$ cat config.mk
export PLATFORM = sky130hd
export DESIGN_NAME = crc_stream_feeder
export DESIGN_NICKNAME = d
export VERILOG_FILES = /design/src/rtl/crc_pkg.sv /design/src/rtl/crc_tail_lane.sv /design/src/rtl/crc_stream_feeder.sv
export SDC_FILE = /design/constraint.sdc
export NUM_CORES = 1
export LEC_CHECK = 0
export BUFFER_PORTS_ARGS = -buffer_cell sky130_fd_sc_hd__buf_2
export CORE_UTILIZATION = 50
export CTS_CLUSTER_DIAMETER = 120
export DETAILED_ROUTE_END_ITERATION = 10
export PLACE_DENSITY_LB_ADDON = 0.12
export SLEW_MARGIN = 10
export SYNTH_ARGS = -nofsm -noshare
export SYNTH_HDL_FRONTEND = slang
export SYNTH_HIERARCHICAL = 1
export SYNTH_SLANG_ARGS = --single-unit
$ cat constraint.sdc
create_clock -name clk -period 6.8 [get_ports clk]
set_clock_uncertainty 0.05 [all_clocks]
set_input_delay 1.02 -clock clk [delete_from_list [all_inputs] [get_ports clk]]
set_output_delay 1.02 -clock clk [all_outputs]
set_load 0.005 [all_outputs]
$ cat src/rtl/crc_pkg.sv
// Shared definitions for the CRC stream feeder.
//
// Contents:
//   state_t          - feeder FSM states
//   CRC_MAX          - widest CRC the helper functions handle
//   reflect_byte     - reverse the bit order inside one byte
//   bit_reverse      - reverse the low 'width' bits of a value
//   crc_byte_step    - fold one byte into a CRC register, MSB-first
//   crc_finalize     - optional output reflection, then final XOR
//
// The functions work on CRC_MAX-bit vectors and take the real CRC width as
// an argument, so a module of any CRC_WIDTH in 8..CRC_MAX can share them by
// zero-extending its operands and truncating the result.
package crc_pkg;

  localparam int CRC_MAX = 64;

  typedef enum logic [2:0] {
    IDLE,
    RUN,
    FLUSH,
    TAIL,
    RESULT
  } state_t;

  function automatic logic [7:0] reflect_byte(input logic [7:0] b);
    logic [7:0] r;
    for (int i = 0; i < 8; i++) begin
      r[i] = b[7-i];
    end
    return r;
  endfunction

  function automatic logic [CRC_MAX-1:0] width_mask(input int width);
    logic [CRC_MAX-1:0] m;
    if (width >= CRC_MAX) m = '1;
    else                  m = (CRC_MAX'(1) << width) - CRC_MAX'(1);
    return m;
  endfunction

  function automatic logic [CRC_MAX-1:0] bit_reverse(input logic [CRC_MAX-1:0] x,
                                                     input int width);
    logic [CRC_MAX-1:0] r;
    r = '0;
    for (int i = 0; i < CRC_MAX; i++) begin
      if (i < width) r[i] = x[width-1-i];
    end
    return r;
  endfunction

  // One byte of a non-reflected (MSB-first) CRC: the byte is XORed into the
  // top of the register, then eight shift / conditional-XOR steps follow.
  function automatic logic [CRC_MAX-1:0] crc_byte_step(input logic [CRC_MAX-1:0] crc,
                                                       input logic [7:0]         data,
                                                       input logic [CRC_MAX-1:0] poly,
                                                       input logic               reflect_in,
                                                       input int                 width);
    logic [CRC_MAX-1:0] c;
    logic [7:0]         d;
    d = reflect_in ? reflect_byte(data) : data;
    c = crc ^ ({{(CRC_MAX-8){1'b0}}, d} << (width - 8));
    for (int b = 0; b < 8; b++) begin
      // Bits shifted above the CRC width are junk; only bit width-1 is
      // looked at, and the mask below clears the rest.
      c = c[width-1] ? ((c << 1) ^ poly) : (c << 1);
    end
    return c & width_mask(width);
  endfunction

  function automatic logic [CRC_MAX-1:0] crc_finalize(input logic [CRC_MAX-1:0] x,
                                                      input logic               reflect_out,
                                                      input logic [CRC_MAX-1:0] xor_out,
                                                      input int                 width);
    logic [CRC_MAX-1:0] r;
    r = reflect_out ? bit_reverse(x, width) : x;
    return (r ^ xor_out) & width_mask(width);
  endfunction

endpackage

$ cat src/rtl/crc_tail_lane.sv
// Byte-serial CRC lane used for the partial last beat of a frame.
//
// Ports:
//   clk, rst     clock, async active-high reset (clears acc)
//   load         capture load_value into acc (running CRC at last-beat time)
//   load_value   CRC_WIDTH running CRC to start the tail from
//   step         replace acc with acc_next (one tail byte consumed)
//   data_byte    current tail byte
//   poly         CRC polynomial
//   reflect_in   reflect data_byte before folding it in
//   acc_next     acc with data_byte folded in (combinational)
module crc_tail_lane
  import crc_pkg::*;
#(
  parameter int CRC_WIDTH = 32
) (
  input  logic                 clk,
  input  logic                 rst,
  input  logic                 load,
  input  logic [CRC_WIDTH-1:0] load_value,
  input  logic                 step,
  input  logic [7:0]           data_byte,
  input  logic [CRC_WIDTH-1:0] poly,
  input  logic                 reflect_in,
  output logic [CRC_WIDTH-1:0] acc_next
);

  logic [CRC_WIDTH-1:0] acc;

  assign acc_next = CRC_WIDTH'(crc_byte_step(CRC_MAX'(acc), data_byte, CRC_MAX'(poly),
                                             reflect_in, CRC_WIDTH));

  // NOTE: state registers use non-blocking assignments so every flop samples
  // pre-edge values regardless of block ordering.
  always_ff @(posedge clk or posedge rst) begin
    if (rst) begin
      acc <= '0;
    end else if (load) begin
      acc <= load_value;
    end else if (step) begin
      acc <= acc_next;
    end
  end

endmodule

$ cat src/rtl/crc_stream_feeder.sv
// Feeds a beat-wide stream into an external CRC engine and finishes frames.
//
// Full beats go straight to the engine (one beat per cycle). A last beat with
// a partial keep mask bypasses the engine: its leading contiguous bytes are
// folded in one per cycle by crc_tail_lane. The result is finalised (output
// reflection, final XOR) and held until the consumer takes it.
//
// Ports:
//   clk, rst                         clock, async active-high reset
//   cfg_seed/poly/xor_out            CRC configuration, latched on frame start
//   cfg_reflect_in/out               byte input reflection, output reflection
//   s_valid/s_ready/s_last           input beat handshake, end of frame
//   s_data/s_keep                    beat bytes (byte 0 first), last-beat mask
//   eng_*                            external engine interface
//   eng_crc_out                      engine result, one cycle after enable
//   res_valid/res_ready              result handshake
//   res_crc/res_err                  final CRC, non-contiguous keep flag
module crc_stream_feeder
  import crc_pkg::*;
#(
  parameter int DATA_BYTES = 8,
  parameter int CRC_WIDTH  = 32
) (
  input  logic                    clk,
  input  logic                    rst,
  input  logic [CRC_WIDTH-1:0]    cfg_seed,
  input  logic [CRC_WIDTH-1:0]    cfg_poly,
  input  logic [CRC_WIDTH-1:0]    cfg_xor_out,
  input  logic                    cfg_reflect_in,
  input  logic                    cfg_reflect_out,
  input  logic                    s_valid,
  input  logic                    s_last,
  output logic                    s_ready,
  input  logic [DATA_BYTES*8-1:0] s_data,
  input  logic [DATA_BYTES-1:0]   s_keep,
  output logic [DATA_BYTES*8-1:0] eng_data,
  output logic [CRC_WIDTH-1:0]    eng_crc_in,
  output logic [CRC_WIDTH-1:0]    eng_poly,
  output logic                    eng_enable,
  output logic                    eng_reflect_in,
  output logic                    eng_reflect_out,
  output logic [CRC_WIDTH-1:0]    eng_final_xor,
  input  logic [CRC_WIDTH-1:0]    eng_crc_out,
  output logic                    res_valid,
  input  logic                    res_ready,
  output logic [CRC_WIDTH-1:0]    res_crc,
  output logic                    res_err
);

  localparam int KW = $clog2(DATA_BYTES + 1);
  localparam int DW = DATA_BYTES * 8;

  state_t state;

  logic [CRC_WIDTH-1:0] poly_q;
  logic [CRC_WIDTH-1:0] xor_out_q;
  logic                 reflect_in_q;
  logic                 reflect_out_q;

  logic [DW-1:0]        tail_data_q;
  logic [KW-1:0]        tail_k_q;
  logic [KW-1:0]        tail_idx_q;
  logic                 tail_err_q;

  // In IDLE the frame has not latched its configuration yet, so the live
  // inputs are used; from the first accepted beat on, the latched copy is.
  logic                 in_idle;
  logic [CRC_WIDTH-1:0] eff_poly;
  logic [CRC_WIDTH-1:0] eff_xor_out;
  logic                 eff_reflect_in;
  logic                 eff_reflect_out;

  assign in_idle         = (state == IDLE);
  assign eff_poly        = in_idle ? cfg_poly        : poly_q;
  assign eff_xor_out     = in_idle ? cfg_xor_out     : xor_out_q;
  assign eff_reflect_in  = in_idle ? cfg_reflect_in  : reflect_in_q;
  assign eff_reflect_out = in_idle ? cfg_reflect_out : reflect_out_q;

  logic accept;
  logic keep_full;
  logic last_partial;

  assign accept       = s_valid & s_ready;
  assign keep_full    = &s_keep;
  assign last_partial = accept & s_last & ~keep_full;

  // Engine side. Outside IDLE the engine is fed its own output, so on cycles
  // without enable it keeps the running CRC.
  assign eng_data        = s_data;
  assign eng_crc_in      = in_idle ? cfg_seed : eng_crc_out;
  assign eng_poly        = eff_poly;
  assign eng_reflect_in  = eff_reflect_in;
  assign eng_enable      = accept & (~s_last | keep_full);
  assign eng_reflect_out = 1'b0;
  assign eng_final_xor   = '0;

  // Last-beat keep analysis: keep_cnt counts the contiguous ones from bit 0,
  // keep_err flags any set bit beyond the first zero.
  logic [KW-1:0] keep_cnt;
  logic          keep_err;
  logic          zero_seen;

  // NOTE: every always_comb output gets a default first so no path leaves it
  // unassigned, which would otherwise infer a latch.
  always_comb begin
    keep_cnt  = '0;
    keep_err  = 1'b0;
    zero_seen = 1'b0;
    for (int j = 0; j < DATA_BYTES; j++) begin
      if (!s_keep[j])     zero_seen = 1'b1;
      else if (zero_seen) keep_err  = 1'b1;
      else                keep_cnt  = keep_cnt + KW'(1);
    end
  end

  // Tail lane.
  logic                 tail_step;
  logic [7:0]           tail_byte;
  logic [CRC_WIDTH-1:0] tail_next;
  logic                 tail_done;

  assign tail_step = (state == TAIL);
  assign tail_byte = tail_data_q[{tail_idx_q, 3'b000} +: 8];
  assign tail_done = (tail_idx_q == tail_k_q - KW'(1));

  crc_tail_lane #(
    .CRC_WIDTH (CRC_WIDTH)
  ) u_tail (
    .clk        (clk),
    .rst        (rst),
    .load       (last_partial),
    .load_value (eng_crc_in),
    .step       (tail_step),
    .data_byte  (tail_byte),
    .poly       (eff_poly),
    .reflect_in (eff_reflect_in),
    .acc_next   (tail_next)
  );

  // Value to finalise when entering RESULT: the engine result after FLUSH,
  // the last tail step, or (k = 0) the running CRC the lane is loaded with.
  logic [CRC_WIDTH-1:0] fin_src;
  logic [CRC_WIDTH-1:0] fin_crc;

  always_comb begin
    fin_src = eng_crc_in;
    case (state)
      FLUSH:   fin_src = eng_crc_out;
      TAIL:    fin_src = tail_next;
      default: fin_src = eng_crc_in;
    endcase
    fin_crc = CRC_WIDTH'(crc_finalize(CRC_MAX'(fin_src), eff_reflect_out,
                                      CRC_MAX'(eff_xor_out), CRC_WIDTH));
  end

  always_ff @(posedge clk or posedge rst) begin
    if (rst) begin
      state         <= IDLE;
      s_ready       <= 1'b1;
      res_valid     <= 1'b0;
      res_crc       <= '0;
      res_err       <= 1'b0;
      poly_q        <= '0;
      xor_out_q     <= '0;
      reflect_in_q  <= 1'b0;
      reflect_out_q <= 1'b0;
      // NOTE: the tail beat buffer is a plain register, not a RAM, so it is
      // cleared with everything else.
      tail_data_q   <= '0;
      tail_k_q      <= '0;
      tail_idx_q    <= '0;
      tail_err_q    <= 1'b0;
    end else begin
      case (state)
        IDLE, RUN: begin
          if (accept) begin
            if (in_idle) begin
              poly_q        <= cfg_poly;
              xor_out_q     <= cfg_xor_out;
              reflect_in_q  <= cfg_reflect_in;
              reflect_out_q <= cfg_reflect_out;
            end
            if (!s_last) begin
              state <= RUN;
            end else if (keep_full) begin
              state   <= FLUSH;
              s_ready <= 1'b0;
            end else begin
              s_ready     <= 1'b0;
              tail_data_q <= s_data;
              tail_k_q    <= keep_cnt;
              tail_idx_q  <= '0;
              tail_err_q  <= keep_err;
              if (keep_cnt == '0) begin
                state     <= RESULT;
                res_valid <= 1'b1;
                res_crc   <= fin_crc;
                res_err   <= keep_err;
              end else begin
                state <= TAIL;
              end
            end
          end
        end

        FLUSH: begin
          state     <= RESULT;
          res_valid <= 1'b1;
          res_crc   <= fin_crc;
          res_err   <= 1'b0;
        end

        TAIL: begin
          tail_idx_q <= tail_idx_q + KW'(1);
          if (tail_done) begin
            state     <= RESULT;
            res_valid <= 1'b1;
            res_crc   <= fin_crc;
            res_err   <= tail_err_q;
          end
        end

        RESULT: begin
          if (res_ready) begin
            state     <= IDLE;
            res_valid <= 1'b0;
            s_ready   <= 1'b1;
          end
        end

        default: begin
          state     <= IDLE;
          s_ready   <= 1'b1;
          res_valid <= 1'b0;
        end
      endcase
    end
  end

endmodule

Word level (Yosys, flattened, before mapping)

Index checks and enable logic that the tools add are counted.

Add/subtract/negate cells: 9
Equality and inequality tests: 11
Shift-type cells: 1
Mux-type cells: 87
Bitwise operators: 18
Reductions and logical operators: 15

Operator list:

| cell                | count |
|---|---|
| $mux 32             | 19 |
| $xor 32x32->32      | 10 |
| $pmux 32 s3         | 1 |
| $mux 4              | 17 |
| $pmux 32 s2         | 1 |
| $shiftx 64x8->8     | 1 |
| $mux 1              | 37 |
| $add 4x1->4 const B | 8 |
| $mux 3              | 6 |
| $pmux 3 s4          | 1 |
| $reduce_and 4->1    | 3 |
| $reduce_and 6->1    | 2 |
| $ne 2x2->1 const B  | 5 |
| $mux 8              | 1 |
| $pmux 4 s2          | 1 |
| $reduce_and 8->1    | 1 |
| $eq 3x2->1 const B  | 2 |
| $pmux 1 s3          | 2 |
| $and 1x1->1         | 4 |
| $eq 4x4->1          | 1 |
| $logic_not 4->1     | 1 |
| $pmux 1 s4          | 1 |
| $reduce_bool 2->1   | 2 |
| $reduce_or 2->1     | 2 |
| other kinds (10)    | 12 |

Register bits after elaboration: 209
Input port bits: 207
Output and inout port bits: 198
Logic and storage cells: 155

Depth between registers and ports, before layout

Gate-level depths: netlist (run 1).

Depth in word-level cells: 28
Gate-level depth with buffers: 29
Gate-level depth less buffers: 23

By module

The synthesis (run 1) kept the hierarchy.

By module, submodules not included:

| module            | times used | cells an instance | area an instance (um^2) | sequential area each (um^2) |
|---|---|---|---|---|
| crc_stream_feeder | 1          | 1055              | 11629.9                 | 4430.5 |
| crc_tail_lane     | 1          | 832               | 5997.0                  | 800.8 |

Worst setup path after synthesis (run 1)

No wires, ideal clock.

Kind: reg-to-reg
Start: register tail_idx_q[0]
End: register res_crc[31]
Setup time: 125 ps
Arrival: 6156 ps
Data required time: 6625 ps
Slack: 469 ps
Stages on the path, launching flop included: 28
Path buffers: 4
Period minus slack after synthesis: 6331 ps
Cell sequence: dfrtp_1 buf_2 buf_1 mux4_2 mux2i_1 nor2_1 mux2i_2 xor2_1 buf_2 or3_1 and4_1 clkbuf_1 o311ai_0 o311ai_1 a32oi_1 xnor2_1 xnor3_1 xnor2_4 mux2i_1 nand3_1 and2_1 xor2_1 o21ai_0 nand3_1 o221ai_1 mux2i_1 xnor2_1 mux2_2

Longest elaborated chain between the ends: 26
Elaborated cells between the ends (all ways): 31
Those cells by class: 2 x eq/ne; 1 x shift; 17 x mux; 10 x bitwise; 1 x reduce/logical

RTL lines:

| item                                             | RTL line                 | source |
|---|---|---|
| start, declared                                  | crc_stream_feeder.sv:62  | `logic [KW-1:0] tail_idx_q;` |
| start signal, assigned                           | crc_stream_feeder.sv:214 | `tail_idx_q <= tail_idx_q + KW'(1);` |
| $shiftx 64x8->8 *                                | crc_stream_feeder.sv:123 | `assign tail_byte = tail_data_q[{tail_idx_q, 3'b000} +: 8];` |
| named net tail_byte[0]                           | crc_stream_feeder.sv:118 | `logic [7:0] tail_byte;` |
| $mux 8 *                                         | crc_pkg.sv:60            | `d = reflect_in ? reflect_byte(data) : data;` |
| $xor 32x32->32 *                                 | crc_pkg.sv:61            | `c = crc ^ ({{(CRC_MAX-8){1'b0}}, d} << (width - 8));` |
| $mux 32 *                                        | crc_pkg.sv:65            | `c = c[width-1] ? ((c << 1) ^ poly) : (c << 1);` |
| $xor 32x32->32 / $mux 32 (equally long branches) | crc_pkg.sv:65            |  |
| $mux 32 *                                        | crc_pkg.sv:65            |  |
| $xor 32x32->32 / $mux 32 (equally long branches) | crc_pkg.sv:65            |  |
| (+11 left out)                                   | -                        |  |
| named net tail_next[31]                          | crc_stream_feeder.sv:119 | `logic [CRC_WIDTH-1:0] tail_next;` |
| $pmux 32 s2 *                                    | crc_stream_feeder.sv:147 | `case (state)` |
| $mux 32 *                                        | crc_pkg.sv:75            | `r = reflect_out ? bit_reverse(x, width) : x;` |
| $xor 32x32->32 *                                 | crc_pkg.sv:76            | `return (r ^ xor_out) & width_mask(width);` |
| $mux 32                                          | crc_stream_feeder.sv:194 | `if (keep_cnt == '0) begin` |
| $mux 32                                          | crc_stream_feeder.sv:185 | `end else if (keep_full) begin` |
| $mux 32                                          | crc_stream_feeder.sv:183 | `if (!s_last) begin` |
| $mux 32                                          | crc_stream_feeder.sv:176 | `if (accept) begin` |
| $pmux 32 s3 *                                    | crc_stream_feeder.sv:174 | `case (state)` |
| end signal, assigned                             | crc_stream_feeder.sv:197 | `res_crc <= fin_crc;` |
| end signal, assigned                             | crc_stream_feeder.sv:209 | `res_crc <= fin_crc;` |
| end signal, assigned                             | crc_stream_feeder.sv:218 | `res_crc <= fin_crc;` |
| end, declared                                    | crc_stream_feeder.sv:46  | `output logic [CRC_WIDTH-1:0] res_crc,` |

Mark *: on every way through the listed nets, which the timed path passes. The rest lies on a longest branch. The select of a mux whose other input is x is not followed.
A chain may end at the register's enable or synchronous reset.

Final worst setup path (run 1)

Start: register tail_idx_q[0]
End: register res_crc[0]

The elaborated chain is that of the path after synthesis.

==> metrics.yaml, run 1 <==
detailed_routing:
  postRouteAntennaNets: 0
  wl_met2_um: 24100
  via_per_inst: 5.61
  vias: 14501
  dr_wl_met3_um: 3220
  routedLengthMet1_um: 23000
  wl_per_cell_um: 19.8
  dr.pass1.iters: 6
  routed_wl_um: 51100
  top_layer_used: "met5"
  drc_errors: 0
  drt_iter0_markers: 952
grt:
  gr-usage-all-layers_pct: 27.7
  grt_overflow: 0
  grt_pass1_vias: 13614
  grt_pass1_wl_um: 78500
  grt_max_degree: 129
  antenna_found_initial: 2
sta:
  finalHoldViolCount: 0
  min_period_ns: 6.40
  setup_viol: 0
  period_share_pct: 94.1
  maxSlewViolCount: 0
  finalSetupTns_ns: 0
  tightestPinTransition_ns: 1.19
  fmax_ghz: 0.156
  slew_headroom_pct: 20.2
logic_synthesis:
  synthMuxAreaShare_pct: 24.5
  synth-simple-area-share_pct: 12.4
  synth_flop_cell: "dfrtp_1"
  yosys.area_share.xor_xnor_pct: 15.2
  synth_top_cell_by_area: "dfrtp_1"
  synthAdderAreaFrac_pct: 0.497
  synth_top_family_by_area: "multiplexers"
  netlist_area_mm2: 0.0176
  yosysWarnings: 6
  yosysSeqAreaShare_pct: 29.7
  synth_area_per_cell_um2: 9.34
  netlist_instances: 1887
  synth_top_area_share_pct: 29.5
  ys_async_sr_fraction_pct: 100
  netlist_top_cells_area: "dfrtp_1 30%, mux2_2 13%, xnor2_1 13%, mux2i_1 6.6%, nand2_1 5.5%"
  synth_cell_type_count: 84
  synth_most_common_cell: "xnor2_1"
  synth.top_cells.by_count: "264 x xnor2_1, 258 x nand2_1, 208 x dfrtp_1"
  synth_edf_count: 0
  synth-compound-area-share_pct: 9.23
  synth_seq_cells: 209
die:
  die_y_um: 190
  start_util_pct: 50.9
  placementRows: 68
  dieArea_mm2: 0.0360
  io_pins: 405
  design.core.area_mm2: 0.0346
  die_w_um: 190
clock_network:
  root_buffer: "clkbuf_16"
  cts_buffers: 24
  cts_buffer_depth: 3
  clock_sinks: 209
  tritoncts: "yes"
  htree_levels: 1
  path_clk_slew_ns: 0.06
  cts_hold_buf: 0
  clk_latency_ns: 0.54
layout:
  antenna_cells: 0
  nFillCells: 3135
  syn_to_final_growth_pct: 13.6
  nets: 2326
  drive_gt1_share_pct: 35.0
placed_design:
  numPortBuffers: 371
  post-dp-hpwl_um: 38000
  gp_congestion: 0.941
critical_path:
  crit_path_end_kind: "flip-flop"
  critPathArrivalTime_ns: 6.76
  crit_family: "multiplexers"
  start_kind: "flip-flop"
  worst-path-buf-inv: 3
  critPathMaxStageDelay_ns: 0.57
  crit_fanout: 19
  cp_slowest_cell: "mux4_2"
  crit_type: "reg -> reg"
  cp.required_ns: 7.16
min_path:
  holdCritPathClass: "reg -> reg"
outcome:
  status: "finished, final reports clean"
flow_run:
  cap_violations: 0
==> routing by layer <==
metal	up-vias	global-route usage, %
met5	-	0
met4	4	5.18
met3	50	3.36
met2	561	46.6
met1	7030	38.4
li1	6856	-
==> placed cells by master (no fill, tap or decap), types with 16 or more instances in the layout <==
cell and n:
buf_2 371, xnor2_1 262, nand2_1 258, dfrtp_1 205, mux2_2 204, mux2i_1 115
o21ai_0 88, nand3_1 69, nor2_1 58, o21ai_1 51, buf_4 44, nand2b_1 33
o221ai_1 33, conb_1 33, mux2_4 30, clkbuf_16 25, xor2_1 19, a21oi_1 19
inv_1 17, mux4_2 16
==> worst paths after layout <==
check,slack (ns),cells after the start,startpoint,endpoint
worst max-delay path,0.40,25,tail_idx_q[0],res_crc[0]
worst min-delay path,0.45,1,tail_data_q[50],tail_data_q[50]
worst max register to register,0.40,25,tail_idx_q[0],res_crc[0]
worst min register to register,0.45,1,tail_data_q[50],tail_data_q[50]
max in group asynchronous,5.05,3,rst,xor_out_q[13]
min in group asynchronous,0.47,2,rst,xor_out_q[31]
==> cell families after synthesis <==
kind of cell / after synthesis
buf+inv: 271
other cells: 1
fa+ha+maj: 7
flops: 209
mux: 369
compound gates: 257
xor+xnor: 293
simple gates: 480
==> stage by stage <==
step	instances	cell area [um^2]	hold slack, ns	utilization (%)	worst slack, ns
after floorplan	1919	17700	0.421	-	0.469
after global routing	2584	20000	0.459	57.8	-0.00701
after CTS	2582	20000	0.453	57.7	0.277
after detailed placement	2539	19200	0.440	55.5	0.202
after global placement	2539	19200	0.432	55.5	0.193
final	2584	20000	0.450	57.8	0.399
==> what timing repair did <==
| action | in CTS | in global routing |
|---|---|---|
| endpoints found under the setup margin | 0 | 28 |
| setup buffers | 0 | 2 |
| gates resized for setup | 0 | 6 |
==> state kept, by name, indices dropped and copies added, names as in the netlist, 3 cells and up <==
| name | count |
|---|---|
| xor_out_q | 32 |
| tail_k_q | 4 |
| tail_idx_q | 4 |
| state | 3 |
| u_tail/acc | 32 |
| res_crc | 32 |
| tail_data_q | 64 |
| poly_q | 32 |
==> layout make-up <==
class	instances	area (um^2)	share of cell area (%)
Clock buffer	36	717	3.58
Multi-Input combinational cell	1439	11100	55.4
Tap cell	455	569	2.84
Inverter	20	82.6	0.413
Sequential cell	209	5240	26.2
Timing Repair Buffer	418	2250	11.2
Clock inverter	7	65.1	0.325
Power of run 1 is left out: the tool's default activity adds up to more than one toggle a clock period on the data nets, which glitch-free logic cannot reach.
==> run 2: changes to the inputs <==
--- a/config.mk
+++ b/config.mk
@@ -6,6 +6,7 @@
 export NUM_CORES = 1
 export LEC_CHECK = 0
 export BUFFER_PORTS_ARGS = -buffer_cell sky130_fd_sc_hd__buf_2
+export CORE_MARGIN = 2
 export CORE_UTILIZATION = 50
 export CTS_CLUSTER_DIAMETER = 120
 export DETAILED_ROUTE_END_ITERATION = 10
==> metrics.yaml, run 2 (synthesis gave the netlist of run 1 again) <==
outcome:
  status: "finished, final reports clean"
detailed_routing:
  dr_wl_met3_um: 3780  # +17%
  dr.pass1.iters: 5  # -1
  postRouteAntennaNets: 0  # unchanged
  via_per_inst: 5.62  # about the same
  vias: 14496  # -0.034%
  drc_errors: 0  # unchanged
  routedLengthMet1_um: 23000  # about the same
  wl_met2_um: 24000  # -0.19%
  wl_per_cell_um: 20.1  # +1.7%
  routed_wl_um: 51900  # +1.6%
  top_layer_used: "met5"
  drt_iter0_markers: 929  # -2.4%
sta:
  finalSetupTns_ns: 0  # unchanged
  whs_ns: 0.452  # +0.00157 ns
  setup_viol: 0  # unchanged
  fmax_ghz: 0.156  # about the same
  slew_headroom_pct: 23.0  # +2.8 points
  tightestPinTransition_ns: 1.15  # -0.0411 ns
  maxSlewViolCount: 0  # unchanged
  finalHoldViolCount: 0  # unchanged
  period_share_pct: 94.1  # about the same
  min_period_ns: 6.40  # +0.00100 ns
die:
  start_util_pct: 50.9  # unchanged
  design.core.area_mm2: 0.0346  # unchanged
  io_pins: 405  # unchanged
  dieArea_mm2: 0.0368  # +2.1%
  die_w_um: 192  # +1.1%
  die_y_um: 192  # +1.1%
  placementRows: 68  # unchanged
grt:
  gr-usage-all-layers_pct: 27.5  # -0.15 points
  antenna_found_initial: 2  # unchanged
  grt_pass1_wl_um: 79400  # +1.2%
  grt_pass1_vias: 13983  # +2.7%
  grt_max_degree: 132  # +2.3%
  grt_overflow: 0  # unchanged
layout:
  final_util_pct: 57.9  # +0.061 points
  nFillCells: 3144  # +0.29%
  nets: 2321  # -0.21%
  drive_gt1_share_pct: 35.1  # +0.068 points
  final_common_cell: "buf_2"
  largest_reg_flops: 64  # unchanged
  regArea_mm2: 0.00524  # about the same
  syn_to_final_growth_pct: 13.7
  regMostFlops: "tail_data_q"
  mostFrequentLayoutCells: "371 x buf_2, 261 x xnor2_1, 258 x nand2_1"
  fin_cells: 2581  # -0.12%
  multi_input_area_mm2: 0.0111  # +0.26%
flow_run:
  cap_violations: 0  # unchanged
critical_path:
  cp.required_ns: 7.16  # about the same
  critPathMaxStageDelay_ns: 0.57  # about the same
  cp_slowest_cell: "or4_1"
  worstPathCellList: "nor3_2 -> mux2_2 -> mux2i_4 -> xnor2_2 -> or4_1 -> and4_1 -> o2111a_1 -> o211ai_1 -> and2_4 -> o21ai_2 -> xnor3_1 -> xnor2_4 -> buf_4 -> nand2_1 -> xnor2_2 -> o21ai_0 -> nand3_1 -> o221ai_1 -> mux2i_1 -> xnor2_1 -> mux2_4"
  crit_path_end_kind: "flip-flop"
  crit_type: "reg -> reg"
  critPathArrivalTime_ns: 6.77  # about the same
  start_kind: "flip-flop"
  crit_fanout: 19  # unchanged
  crit_top_cell: "xnor2_2"
clock_network:
  cts_hold_buf: 0  # unchanged
  tritoncts: "yes"
  clock_sinks: 209  # unchanged
  cts_buffer_depth: 3  # unchanged
  clk_latency_ns: 0.53  # about the same
  htree_levels: 1  # unchanged
  cts_buffers: 24  # unchanged
  path_clk_slew_ns: 0.06  # about the same
  root_buffer: "clkbuf_16"
placed_design:
  dp.cells: 2535  # -0.16%
  post-dp-hpwl_um: 38500  # +1.2%
  gp_congestion: 0.897  # -4.7%
  numPortBuffers: 371  # unchanged
min_path:
  holdCritPathClass: "reg -> reg"
==> run 2: cell types whose count changed in the layout (fill, tap and decap cells not counted), moves of 2 or more <==
cell,change
buf_4,-2
diode_2,+4
bufinv_16,+3
buf_12,-3
clkbuf_1,-2
==> run 2: layer usage <==
| layer | track usage [%] | up-vias |
|---|---|---|
| met4 | 5.89 | 2 |
| met1 | 38.0 | 7033 |
| met5 | 0 | - |
| li1 | - | 6841 |
| met2 | 45.9 | 558 |
| met3 | 3.98 | 62 |
==> run 2: timing repair <==
action / 4_1_cts / 5_1_grt
setup buffers: 0 / 1
endpoints found under the setup margin: 0 / 32
gates resized for setup: 0 / 10
==> run 2: path summary, 6_finish.rpt <==
kind	slack (ns)	from	to	cells after the start
worst max-delay path	0.40	state[1]	res_crc[19]	21
min in group asynchronous	0.55	rst	xor_out_q[30]	2
max in group asynchronous	4.65	rst	res_valid	3
worst max register to register	0.40	state[1]	res_crc[19]	21
worst min register to register	0.45	tail_data_q[12]	tail_data_q[12]	1
worst min-delay path	0.45	tail_data_q[12]	tail_data_q[12]	1
==> run 2: critical path, delay by kind of cell, from the launching register on <==
family | cells | cell delay [ns]
AO/OA/AOI/OAI | 5 | 1.04
XOR/XNOR | 5 | 1.33
buffers and inverters | 1 | 0.28
flip-flops | 1 | 0.52
multiplexers | 4 | 1.29
AND/OR/NAND/NOR | 6 | 1.74
==> run 2: cell type report <==
class	instances	share of cell area, %
multi-input combinational	1439	55.5
sequential	209	26.1
clock inverter	8	0.712
antenna	4	0.0499
timing repair buffer	413	10.8
clock buffer	33	3.47
tap	455	2.84
inverter	20	0.412
==> run 2: through the flow <==
step | area, um^2 | setup slack [ns]
global placement | 19100 | 0.0426
CTS | 20000 | 0.190
detailed placement | 19100 | 0.0743
finish | 20000 | 0.398
global route | 20000 | -0.0274
floorplan | 17700 | 0.469
Power of run 2 is left out for the same reason.
==> run 3: changes to the inputs <==
--- a/config.mk
+++ b/config.mk
@@ -5,6 +5,7 @@
 export SDC_FILE = /design/constraint.sdc
 export NUM_CORES = 1
 export LEC_CHECK = 0
+export ABC_AREA = 1
 export BUFFER_PORTS_ARGS = -buffer_cell sky130_fd_sc_hd__buf_2
 export CORE_MARGIN = 2
 export CORE_UTILIZATION = 50
==> metrics.yaml, run 3 <==
die:
  dieArea_mm2: 0.0360  # -2.1%
  placementRows: 68  # unchanged
  start_util_pct: 50.3  # -0.62 points
  die_y_um: 190  # -1.1%
  design.core.area_mm2: 0.0343  # -0.98%
  io_pins: 405  # unchanged
  die_w_um: 190  # -1.1%
critical_path:
  critPathCapture: "res_crc[15]"
  crit_type: "reg -> reg"
  crit_fanout: 41  # +22
  reg2reg_slack_ns: 0.50  # +0.11 ns
  cp.required_ns: 7.13  # -0.03 ns
  crit_path_end_kind: "flip-flop"
  crit_top_cell: "nand2_1"
  critPathArrivalTime_ns: 6.62  # -0.15 ns
  worstRegToRegCells: 38  # +81%
  cp_slowest_cell: "inv_1"
  r2r-end: "res_crc[15]"
  start_kind: "flip-flop"
  crit_start: "tail_idx_q[0]"
  reg2reg_from: "tail_idx_q[0]"
  critPathMaxStageDelay_ns: 0.47  # -0.10 ns
detailed_routing:
  wl_per_cell_um: 17.4  # -14%
  routed_wl_um: 58600  # +13%
  drc_errors: 0  # unchanged
  drt_iter0_markers: 1768  # +90%
  dr.pass1.iters: 5  # unchanged
  postRouteAntennaNets: 0  # unchanged
  via_per_inst: 5.24  # -6.6%
  vias: 17666  # +22%
sta:
  slew_headroom_pct: 19.2  # -3.8 points
  min_period_ns: 6.30  # -0.105 ns
  setup_viol: 0  # unchanged
  maxSlewViolCount: 0  # unchanged
  period_share_pct: 92.6  # -1.5 points
  finalHoldViolCount: 0  # unchanged
  tightestPinTransition_ns: 1.21  # +0.0645 ns
  grt_setup_unrepaired: "false"
  fmax_ghz: 0.159  # +1.7%
  finalSetupTns_ns: 0  # unchanged
grt:
  grt_pass1_vias: 16329  # +17%
  grt_max_degree: 125  # -5.3%
  grt_overflow: 0  # unchanged
  antenna_found_initial: 0  # -2
  gr-usage-all-layers_pct: 31.9  # +4.4 points
  grt_pass1_wl_um: 90000  # +13%
clock_network:
  clk_latency_ns: 0.53  # about the same
  path_clk_slew_ns: 0.06  # about the same
  cts_buffers: 26  # +8.3%
  clock_sinks: 209  # unchanged
  root_buffer: "clkbuf_16"
  post_cts_buffers: 0  # unchanged
  htree_levels: 1  # unchanged
  cts_hold_buf: 0  # unchanged
  cts_buffer_depth: 3  # unchanged
  tritoncts: "yes"
  ctsResizeCount: 0  # unchanged
layout:
  largest_reg_flops: 64  # unchanged
  final_util_pct: 57.2  # -0.69 points
  drive_gt1_share_pct: 17.6  # -17 points
  nets: 3111  # +34%
  nFillCells: 3456  # +9.9%
  mostFrequentLayoutCells: "854 x nand2_1, 371 x buf_2, 283 x inv_1"
  syn_to_final_growth_pct: 13.7  # about the same
  antenna_cells: 0  # -4
  final_common_cell: "nand2_1"
  regMostFlops: "tail_data_q"
logic_synthesis:
  netlist_instances: 2662  # +41%
  yosysSeqAreaShare_pct: 30.3  # +0.67 points
  synth_most_common_cell: "nand2_1"
  synth_cell_type_count: 44  # -48%
  synth_top_area_share_pct: 30.2  # +0.66 points
  synth_top_cell_by_area: "dfrtp_1"
  netlist_top_cells_area: "dfrtp_1 30%, nand2_1 19%, inv_1 6.2%, xor2_1 5.9%, o21ai_0 5.7%"
  yosysWarnings: 6  # unchanged
  ys_async_sr_fraction_pct: 100  # unchanged
  netlist_area_mm2: 0.0172  # -2.2%
  synth.top_cells.by_count: "854 x nand2_1, 285 x inv_1, 209 x nor2_1"
  synth_area_per_cell_um2: 6.48  # -31%
  synth_edf_count: 0  # unchanged
  synth_flop_cell: "dfrtp_1"
  synth_seq_cells: 209  # unchanged
placed_design:
  numPortBuffers: 371  # unchanged
  gp_congestion: 0.939  # +4.6%
  post-dp-hpwl_um: 43400  # +13%
flow_run:
  cap_violations: 0  # unchanged
outcome:
  status: "finished, final reports clean"
min_path:
  holdCritPathClass: "reg -> reg"
-- run 3: changes by cell type after synthesis, sizes merged, moves of 87 or more --
cell,before,now
nand2,258,869
a21oi,19,114
inv,19,291
o21ai,141,228
xnor2,268,86
xor2,20,117
nor2,60,213
mux2,234,0
mux2i,119,0
-- run 3: critical path, delay by kind of cell, from the launching register on --
kind,cells,cell delay [ns]
simple gates,23,2.61
compound gates,7,1.39
flops,1,0.37
xor+xnor,1,0.20
buf+inv,7,1.48
-- run 3: layout make-up --
| cell class | count | area, um^2 | area share, % |
|---|---|---|---|
| multi-input combinational | 1940 | 9590 | 48.9 |
| sequential | 209 | 5230 | 26.7 |
| timing repair buffer | 427 | 2280 | 11.6 |
| tap | 455 | 569 | 2.90 |
| clock inverter | 5 | 52.6 | 0.268 |
| inverter | 293 | 1110 | 5.66 |
| clock buffer | 40 | 774 | 3.95 |
-- run 3: per-layer routing --
metal	share of wire, %	track usage (%)	routed length (um)
met5	0	0	0
met4	3.6	11.0	2090
met3	8.7	5.20	5080
met2	46	53.2	27000
met1	42	42.2	24400
-- run 3: cells by family (layout without fill, tap and decap cells) --
family | Yosys count | count (layout) | share of synthesized area (%)
other | 1 | 33 | 0.0218
AOI/OAI and AO/OA | 432 | 432 | 13.9
DFF | 209 | 209 | 30.3
xor gates and xnor gates | 203 | 203 | 10.3
buffers and inverters | 545 | 765 | 15.0
and+or+nand+nor | 1265 | 1265 | 29.9
adders and majority gates | 7 | 7 | 0.508
-- run 3: per-stage QoR --
stage          area, um^2  setup WS, ns  std cells  hold slack [ns]
2_1_floorplan       17400         0.930       2694            0.387
3_3_place_gp        18800         0.706       3324            0.402
3_5_place_dp        18800         0.567       3324            0.404
4_1_cts             19600         0.622       3369            0.418
5_1_grt             19600       0.00696       3369            0.439
6_report            19600         0.503       3369            0.415
-- run 3: how the worst min path moves through the flow --
| stage | start | endpoint | slack [ns] | cells after the start |
|---|---|---|---|---|
| after floorplan | tail_data_q[10] | tail_data_q[10] | 0.39 | 2 |
| after global placement | tail_data_q[46] | tail_data_q[46] | 0.40 | 2 |
| after detailed placement | tail_data_q[46] | tail_data_q[46] | 0.40 | 2 |
| after CTS | tail_data_q[46] | tail_data_q[46] | 0.42 | 2 |
| after global routing | tail_data_q[38] | tail_data_q[38] | 0.44 | 2 |
| final | tail_data_q[10] | tail_data_q[10] | 0.42 | 2 |
Power of run 3 is left out for the same reason.
